**src/rtl/instruction_fetch.sv**
```systemverilog
// instruction_fetch: MIPS fetch stage with PC select, IF/ID register and interrupt acceptance
module instruction_fetch #(
  parameter logic [31:0] RESET_VECTOR = 32'h80000000,
  parameter logic [31:0] INTR_VECTOR  = 32'h80000004,
  parameter logic [31:0] EXCP_VECTOR  = 32'h80000008,
  parameter logic [31:0] NOP_WORD     = 32'h00000000
) (
  input  logic        clk,
  input  logic        reset,
  input  logic        Stall,
  input  logic        Flush,
  input  logic [2:0]  PCSrc,
  input  logic [31:0] BranchTarget,
  input  logic [25:0] JumpIndex,
  input  logic [31:0] JrTarget,
  input  logic        IRQ,
  input  logic [31:0] Instruction,
  output logic [31:0] Address,
  output logic [31:0] IF_ID_Instruction,
  output logic [31:0] IF_ID_PCPlus4,
  output logic        IF_ID_Valid,
  output logic [31:0] EPC,
  output logic        IntrTaken
);
  logic [31:0] pc_q, pc_d, instr_q, instr_d, pcp4_q, pcp4_d, epc_q, epc_d;
  logic        valid_q, valid_d, taken_q, taken_d;
  logic [31:0] pc_plus4, redirect_target;
  logic        redirect, accept, squash;
  always_comb begin
    pc_plus4 = {pc_q[31], pc_q[30:0] + 31'd4};
    redirect = (PCSrc >= 3'd1) && (PCSrc <= 3'd4);
    accept = IRQ & ~pc_q[31] & ~Stall & ~reset & ~redirect;
    squash = Flush | accept;
    redirect_target = (PCSrc == 3'd1) ? BranchTarget :
                      (PCSrc == 3'd2) ? {pc_plus4[31:28], JumpIndex, 2'b00} :
                      (PCSrc == 3'd3) ? JrTarget : EXCP_VECTOR;
    pc_d = Stall ? pc_q : redirect ? redirect_target : accept ? INTR_VECTOR : pc_plus4;
    // a flush during stall squashes the held word but keeps its PC+4
    instr_d = (Stall ? Flush : squash) ? NOP_WORD : (Stall ? instr_q : Instruction);
    valid_d = Stall ? valid_q & ~Flush : ~squash;
    pcp4_d = Stall ? pcp4_q : pc_plus4;
    epc_d = accept ? pc_q : epc_q;
    taken_d = accept;
  end
  always_ff @(posedge clk) begin
    if (reset) begin
      pc_q <= RESET_VECTOR;
      instr_q <= NOP_WORD;
      pcp4_q <= 32'd0;
      valid_q <= 1'b0;
      epc_q <= 32'd0;
      taken_q <= 1'b0;
    end else begin
      pc_q <= pc_d;
      instr_q <= instr_d;
      pcp4_q <= pcp4_d;
      valid_q <= valid_d;
      epc_q <= epc_d;
      taken_q <= taken_d;
    end
  end
  assign Address = pc_q;
  assign IF_ID_Instruction = instr_q;
  assign IF_ID_PCPlus4 = pcp4_q;
  assign IF_ID_Valid = valid_q;
  assign EPC = epc_q;
  assign IntrTaken = taken_q;
endmodule

```
**config.mk**
```make
export PLATFORM = sky130hd
export DESIGN_NAME = instruction_fetch
export DESIGN_NICKNAME = d
export VERILOG_FILES = /design/src/rtl/instruction_fetch.sv
export SDC_FILE = /design/constraint.sdc
export NUM_CORES = 1
export LEC_CHECK = 0
export ABC_CLOCK_PERIOD_IN_PS = 2600
export BUFFER_PORTS_ARGS = -buffer_cell sky130_fd_sc_hd__buf_2
export CORE_ASPECT_RATIO = 0.8
export CORE_MARGIN = 4
export CORE_UTILIZATION = 43
export DETAILED_ROUTE_END_ITERATION = 6
export PLACE_DENSITY = 0.72
export SKIP_LAST_GASP = 1
export SYNTH_ARGS = -nofsm -noshare
export SYNTH_HDL_FRONTEND = slang
export SYNTH_SLANG_ARGS = --single-unit
export TNS_END_PERCENT = 30
```
**constraint.sdc**
```tcl
create_clock -name clk -period 2.6 [get_ports clk]
set_input_delay 0.13 -clock clk [delete_from_list [all_inputs] [get_ports clk]]
set_output_delay 0.13 -clock clk [all_outputs]
set_load 0.01 [all_outputs]
```
==> metrics.csv, run 1 <==
metric;value;unit
critical_path_class;primary input to flip-flop;
numCtsBuffers;17;
synthArstFlopShare;0;%
first_global_vias;6351;
gp_congestion;0.878;
fin_crit;2320;ps
worstMarginPinSlew;845;ps
port-buffer-count;259;
required;2880;ps
syn_nets;894;
synth.most_common_cell;dfxtp_1;
grt_pass1_wl;33200;um
die_width;145;um
whs_path_depth;4;
startpoint_type;primary input;
setup_viol;0;
crit_top_cell;nor2_1;
whs_endpoint;Address[27]$_SDFFE_PP0N_;
cts-root-buf;clkbuf_16;
crit_slowest_cell;or4b_1;
clk_latency;420;ps
route.detailed.drc;0;
met3WireLength;2140;um
slew_headroom;43.7;%
cp.buffers_inverters;2;
cts_setup_buffers;0;
r2r_start;Address[31]$_SDFFE_PP1P_;
die_y;117;um
viasPerCell;5.35;
syn-mean-instance-area;8.41;um^2
fin_nets;1159;
coreArea;14400;um^2
finalHoldViolCount;0;
ys_seq_area_share;40.6;%
drt_wl_total;21600;um
grt-ovfl-total;0;
status;completed;
setup_ws;280;ps
min_period_over_period;89.2;%
netlist.area_leader.share;40.6;%
cts_tree;done;
synth-warning-count;0;
antenna_found_initial;2;
first_pass_iters;5;
cp_top_family;simple AND/OR/NAND/NOR gates;
setup.worst_path.end_class;flip-flop;
die-area;17000;um^2
min_from;BranchTarget[27];
syn-cell-area;6420;um^2
io_pins;260;
cts_num_sinks;130;
maxUsedRoutingLayer;met5;
worstPathArrival;2600;ps
grt_max_degree;67;
worstHoldPathType;primary input to flip-flop;
worstPathMaxFanout;21;
cp_cell_sequence;dlygate4sd3_1, buf_2, or4b_1, o21ai_2, nor2_1, a221oi_1, nor2_1;
ys.flop_type;dfxtp_1;
path_clk_slew;60;ps
ctsLongestPathBuffers;2;
drive_gt1_share;34.5;%
rrSetupSlack;350;ps
hpwl;15400;um
drt-met1-wl;9100;um
track_usage;25.1;%
yosysUniqueCellTypes;61;
vdd_drop_max;0.465;mV
ys_ff_latch;130;
cpPeakStageDelay;640;ps
htreeDepth;4;
p_leak;3.94;nW
drt_iter0_drc;495;
r2r_cells;5;
synth-edff-count;0;
slew_violations;0;
detailedPlace.worstSlack;388;ps
setup_tns;0;ps
wl_per_cell;17.6;um
initial_utilization;44.4;%
max_freq;0.431;GHz
wl_met2;9950;um
regToRegEndpoint;Address[9]$_SDFFE_PP0N_;
synth.area.top_cells;dfxtp_1, nand2_1, mux2i_1;
synth_top_area_cell;dfxtp_1;
path_depth;7;
num_vias;6556;
postRouteAntennaNets;0;
syn2layout_area_growth;35.9;%
fp-row-count;39;
synthCells;763;
skew;6.13;ps
maxCapViolCount;0;
power_density;576;nW/um^2
rsz0062_at_grt;no;
ys_top_cells_by_count;dfxtp_1, nand2_1, nor2_1;
-- power breakdown --
group	total [mW]	internal, mW	switching (mW)
sequential	2.12	2.06	0.0597
clock	2.23	1.33	0.902
combinational	0.670	0.313	0.357
-- worst max-delay path by stage --
stage                                        start                        to  slack (ps)
final                                        reset   Address[9]$_SDFFE_PP0N_         280
after detailed placement  Address[31]$_SDFFE_PP1P_   Address[9]$_SDFFE_PP0N_         390
after CTS                                    reset   Address[9]$_SDFFE_PP0N_         330
after floorplan            Address[2]$_SDFFE_PP0N_  Address[28]$_SDFFE_PP0N_         640
after global routing                         reset   Address[9]$_SDFFE_PP0N_         200
after global placement    Address[31]$_SDFFE_PP1P_   Address[9]$_SDFFE_PP0N_         440
-- flip-flops by register name (all words and copies together) (netlist names) --
register,count
IF_ID_Valid,1
IF_ID_PCPlus4,32
Address,32
IntrTaken,1
IF_ID_Instruction,32
EPC,32
-- layout make-up --
cell class	count	area, um^2
diodes	1	2.50
clock buffers	18	439
clock inverters	13	114
fillers	1309	5730
inverters	15	56.3
multi-input cells	548	3450
flip-flops and latches	130	2600
well taps	184	230
repair buffers	316	1820
-- stage by stage --
| stage | hold slack, ps | total power, mW | cell area [um^2] | util (%) | instances |
|---|---|---|---|---|---|
| 2_1_floorplan | 274 | 2.52 | 6420 | - | 763 |
| 3_3_place_gp | 356 | 2.78 | 7830 | 54.2 | 1160 |
| 3_5_place_dp | 366 | 2.79 | 7830 | 54.2 | 1160 |
| 4_1_cts | 40.0 | 5.06 | 8710 | 60.3 | 1224 |
| 5_1_grt | 56.6 | 5.23 | 8720 | 60.4 | 1225 |
| 6_report | 51.4 | 5.02 | 8720 | 60.4 | 1225 |
-- tightest hold or removal path, cell delays in order --
cell,delay [ps]
buf_2,70
a22o_1,130
nand2_1,50
o311ai_1,60
-- cell usage in the layout (no fill, tap or decap), types with 3 or more instances in the layout --
cell type	Yosys	routed
xnor2_1	19	19
nand2b_1	3	3
or4_1	5	5
dlygate4sd3_1	0	33
a221oi_1	4	4
a22o_1	10	10
mux2i_1	44	44
clkinv_4	0	4
buf_4	7	24
o21ai_0	45	45
o32a_1	3	3
a21oi_1	35	35
nand4_1	9	9
inv_1	13	13
o32ai_1	6	6
nand3_1	14	14
a211oi_1	19	19
a31oi_1	4	4
dfxtp_1	130	130
and3_1	5	5
nor4_1	4	4
xor2_1	8	8
o2111ai_1	3	3
a22oi_1	15	15
buf_2	19	258
mux2_2	24	24
clkinv_2	0	5
nand4_4	3	3
nor2_1	84	83
nor3_1	11	11
or3_1	6	6
clkbuf_16	0	17
o311ai_0	6	6
nand2_1	119	119
-- metal layers --
layer / track usage [%] / vias up
met4: 8.58 / 2
li1: - / 3228
met3: 8.49 / 38
met5: 0 / -
met1: 31.7 / 2981
met2: 40.3 / 307
-- cell families after synthesis --
group / Yosys count / share of synthesized area (%)
compound gates: 164 / 16.8
buf+inv: 85 / 5.81
fa+ha+maj: 1 / 0.195
flops: 130 / 40.6
simple gates: 288 / 21.8
xor+xnor: 27 / 3.69
mux: 68 / 11.1
-- timing repair --
action | in CTS | in global routing
hold buffers | 33 | 0
resized for setup | 0 | 0
setup endpoints to repair | 0 | 0
hold endpoints to repair | 37 | 0
No activity file was read; power rests on OpenSTA's default activity.
==> run 2, diff against run 1 <==
--- a/constraint.sdc
+++ b/constraint.sdc
@@ -3,2 +3,2 @@
 set_output_delay 0.13 -clock clk [all_outputs]
-set_load 0.01 [all_outputs]
+set_load 0.1 [all_outputs]
==> run 2 against run 1 <==
  * Clock skew rose by 3.7 ps
  * Via count down 0.72%
  * Sequential power barely moved
  * Clock power up 11%
  * Fmax up 8.5%
  * Total power up 13%
  * Non-clock buffer count fell by 5
  * Global-route usage fell by 0.090 points
  * Sequential share of layout area grew 0.065 points
  * First-iteration DRC count down 8.5%
  * Utilization grew 0.13 points
==> metrics.csv, run 2 (synthesis results as in run 1) <==
metric;value;unit;change
status;completed;;
min_period_over_period;82.2;%;-7.0 points
antenna_found_initial;1;;-1
cpPeakStageDelay;500;ps;-140 ps
vdd_drop_max;0.458;mV;-1.4%
rrSetupSlack;460;ps;+110 ps
final_common_cell;buf_2;;
met2_usage;40.3;%;unchanged
startpoint_type;flip-flop;;
r2r_cells;6;;+1
startpoint;Address[2]$_SDFFE_PP0N_;;
power;5.69;mW;+13%
crit_path_end;Address[26]$_SDFFE_PP0N_;;
critical_path_class;flip-flop to flip-flop;;
gp_congestion;0.888;;+1.2%
htreeDepth;4;;unchanged
coreArea;14400;um^2;unchanged
worstHoldPathType;primary input to flip-flop;;
viasPerCell;5.33;;-0.39%
p_leak;3.93;nW;-0.19%
gr-usage-met3;7.72;%;-0.77 points
fin_crit;2140;ps;-182 ps
cts_num_sinks;130;;unchanged
die_width;145;um;unchanged
detailedPlace.worstSlack;474;ps;+86.0 ps
grt_max_degree;71;;+6.0%
maxCapViolCount;0;;unchanged
clk_latency;410;ps;about the same
numCtsBuffers;17;;unchanged
cts_tree;done;;
setup_viol;0;;unchanged
r2r_start;Address[2]$_SDFFE_PP0N_;;
use_met1;32.6;%;+0.87 points
setup_ws;462;ps;+182 ps
port-buffer-count;259;;unchanged
worstPathArrival;2460;ps;-140 ps
initial_utilization;44.4;%;unchanged
top_usage_layer;met2;;
die_y;117;um;unchanged
path_clk_slew;60;ps;about the same
postRouteAntennaNets;0;;unchanged
fillers;1284;;-1.9%
rsz0062_at_grt;no;;
grt-ovfl-total;0;;unchanged
dp.cells;1156;;-0.34%
fp-row-count;39;;unchanged
hpwl;15400;um;-0.12%
setup.worst_path.end_class;flip-flop;;
first_pass_iters;5;;unchanged
worstPathMaxFanout;8;;-62%
design_area;8740;um^2;+0.22%
die-area;17000;um^2;unchanged
required;2920;ps;+40 ps
cp_cell_sequence;ha_1, nand2_1, nor4_4, nand3_2, or4_1, o2111ai_1;;
first_global_vias;6314;;-0.58%
ctsLongestPathBuffers;2;;unchanged
drt_wl_total;21400;um;-0.90%
stdcell_count;1221;;-0.33%
route.detailed.drc;0;;unchanged
max_freq;0.468;GHz;+8.5%
track_usage;25.0;%;-0.090 points
fin_nets;1154;;-0.43%
skew;9.87;ps;+3.74 ps
power_density;651;nW/um^2;+13%
wl_per_cell;17.5;um;-0.58%
syn2layout_area_growth;36.2;%;
mostFrequentLayoutCells;buf_2, dfxtp_1, nand2_1, nor2_1, o21ai_0;;
slew_violations;0;;unchanged
grt_pass1_wl;33100;um;-0.23%
regToRegEndpoint;Address[26]$_SDFFE_PP0N_;;
drive_gt1_share;35.1;%;+0.62 points
num_vias;6509;;-0.72%
cts-root-buf;clkbuf_16;;
place_area;7800;um^2;-0.40%
slew_headroom;49.4;%;+5.7 points
fin_util;60.5;%;+0.13 points
worstMarginPinSlew;760;ps;-85.2 ps
finalHoldViolCount;0;;unchanged
io_pins;260;;unchanged
drt_iter0_drc;453;;-8.5%
crit_slowest_cell;or4_1;;
-- run 2: what timing repair did --
item	in CTS	in global routing
hold buffers	32	0
setup buffers	0	0
gates resized for setup	0	0
endpoints found under the hold margin	32	0
-- run 2: metrics by stage --
stage / TNS [ps] / hold slack, ps
3_3_place_gp: 0 / 358
4_1_cts: 0 / 52.7
6_report: 0 / 57.6
5_1_grt: 0 / 93.9
3_5_place_dp: 0 / 368
2_1_floorplan: -10.8 / 274
-- run 2: critical path: cells and delay by family, from the launching register on --
family                   cells  cell delay [ps]
AND/OR/NAND/NOR              4             1230
AO/OA/AOI/OAI                1              100
flip-flops                   1              400
adder cells (fa/ha/maj)      1              310
-- run 2: worst min path at each step --
stage,startpoint,to,cells after the start
6_report,BranchTarget[27],Address[27]$_SDFFE_PP0N_,4
5_1_grt,BranchTarget[27],Address[27]$_SDFFE_PP0N_,4
4_1_cts,BranchTarget[27],Address[27]$_SDFFE_PP0N_,4
3_5_place_dp,Instruction[20],IF_ID_Instruction[20]$_SDFFE_PP0N_,3
3_3_place_gp,Instruction[10],IF_ID_Instruction[10]$_SDFFE_PP0N_,3
2_1_floorplan,Instruction[0],IF_ID_Instruction[0]$_SDFFE_PP0N_,2
-- run 2: power by group --
part / leakage (nW) / internal, mW / switching (mW)
Combinational: 2.58 / 0.307 / 0.782
Clock: 0.289 / 1.56 / 0.913
Sequential: 1.06 / 2.06 / 0.0681
Total: 3.93 / 3.93 / 1.76
-- run 2: area by class of cell --
cell class	instances	area, um^2	area share, %
multi-input cells	548	3450	39.5
flip-flops and latches	130	2610	29.9
repair buffers	311	1770	20.3
clock buffers	20	457	5.23
well taps	184	230	2.64
clock inverters	12	156	1.79
inverters	15	56.3	0.645
diodes	1	2.50	0.0286
-- run 2: per-layer routing --
metal,part of all wire (%),wire length (um),up-vias
li1,-,-,3218
met3,9.3,1990,33
met1,43,9170,2987
met4,1.7,373,0
met2,46,9890,271
met5,0,0,-
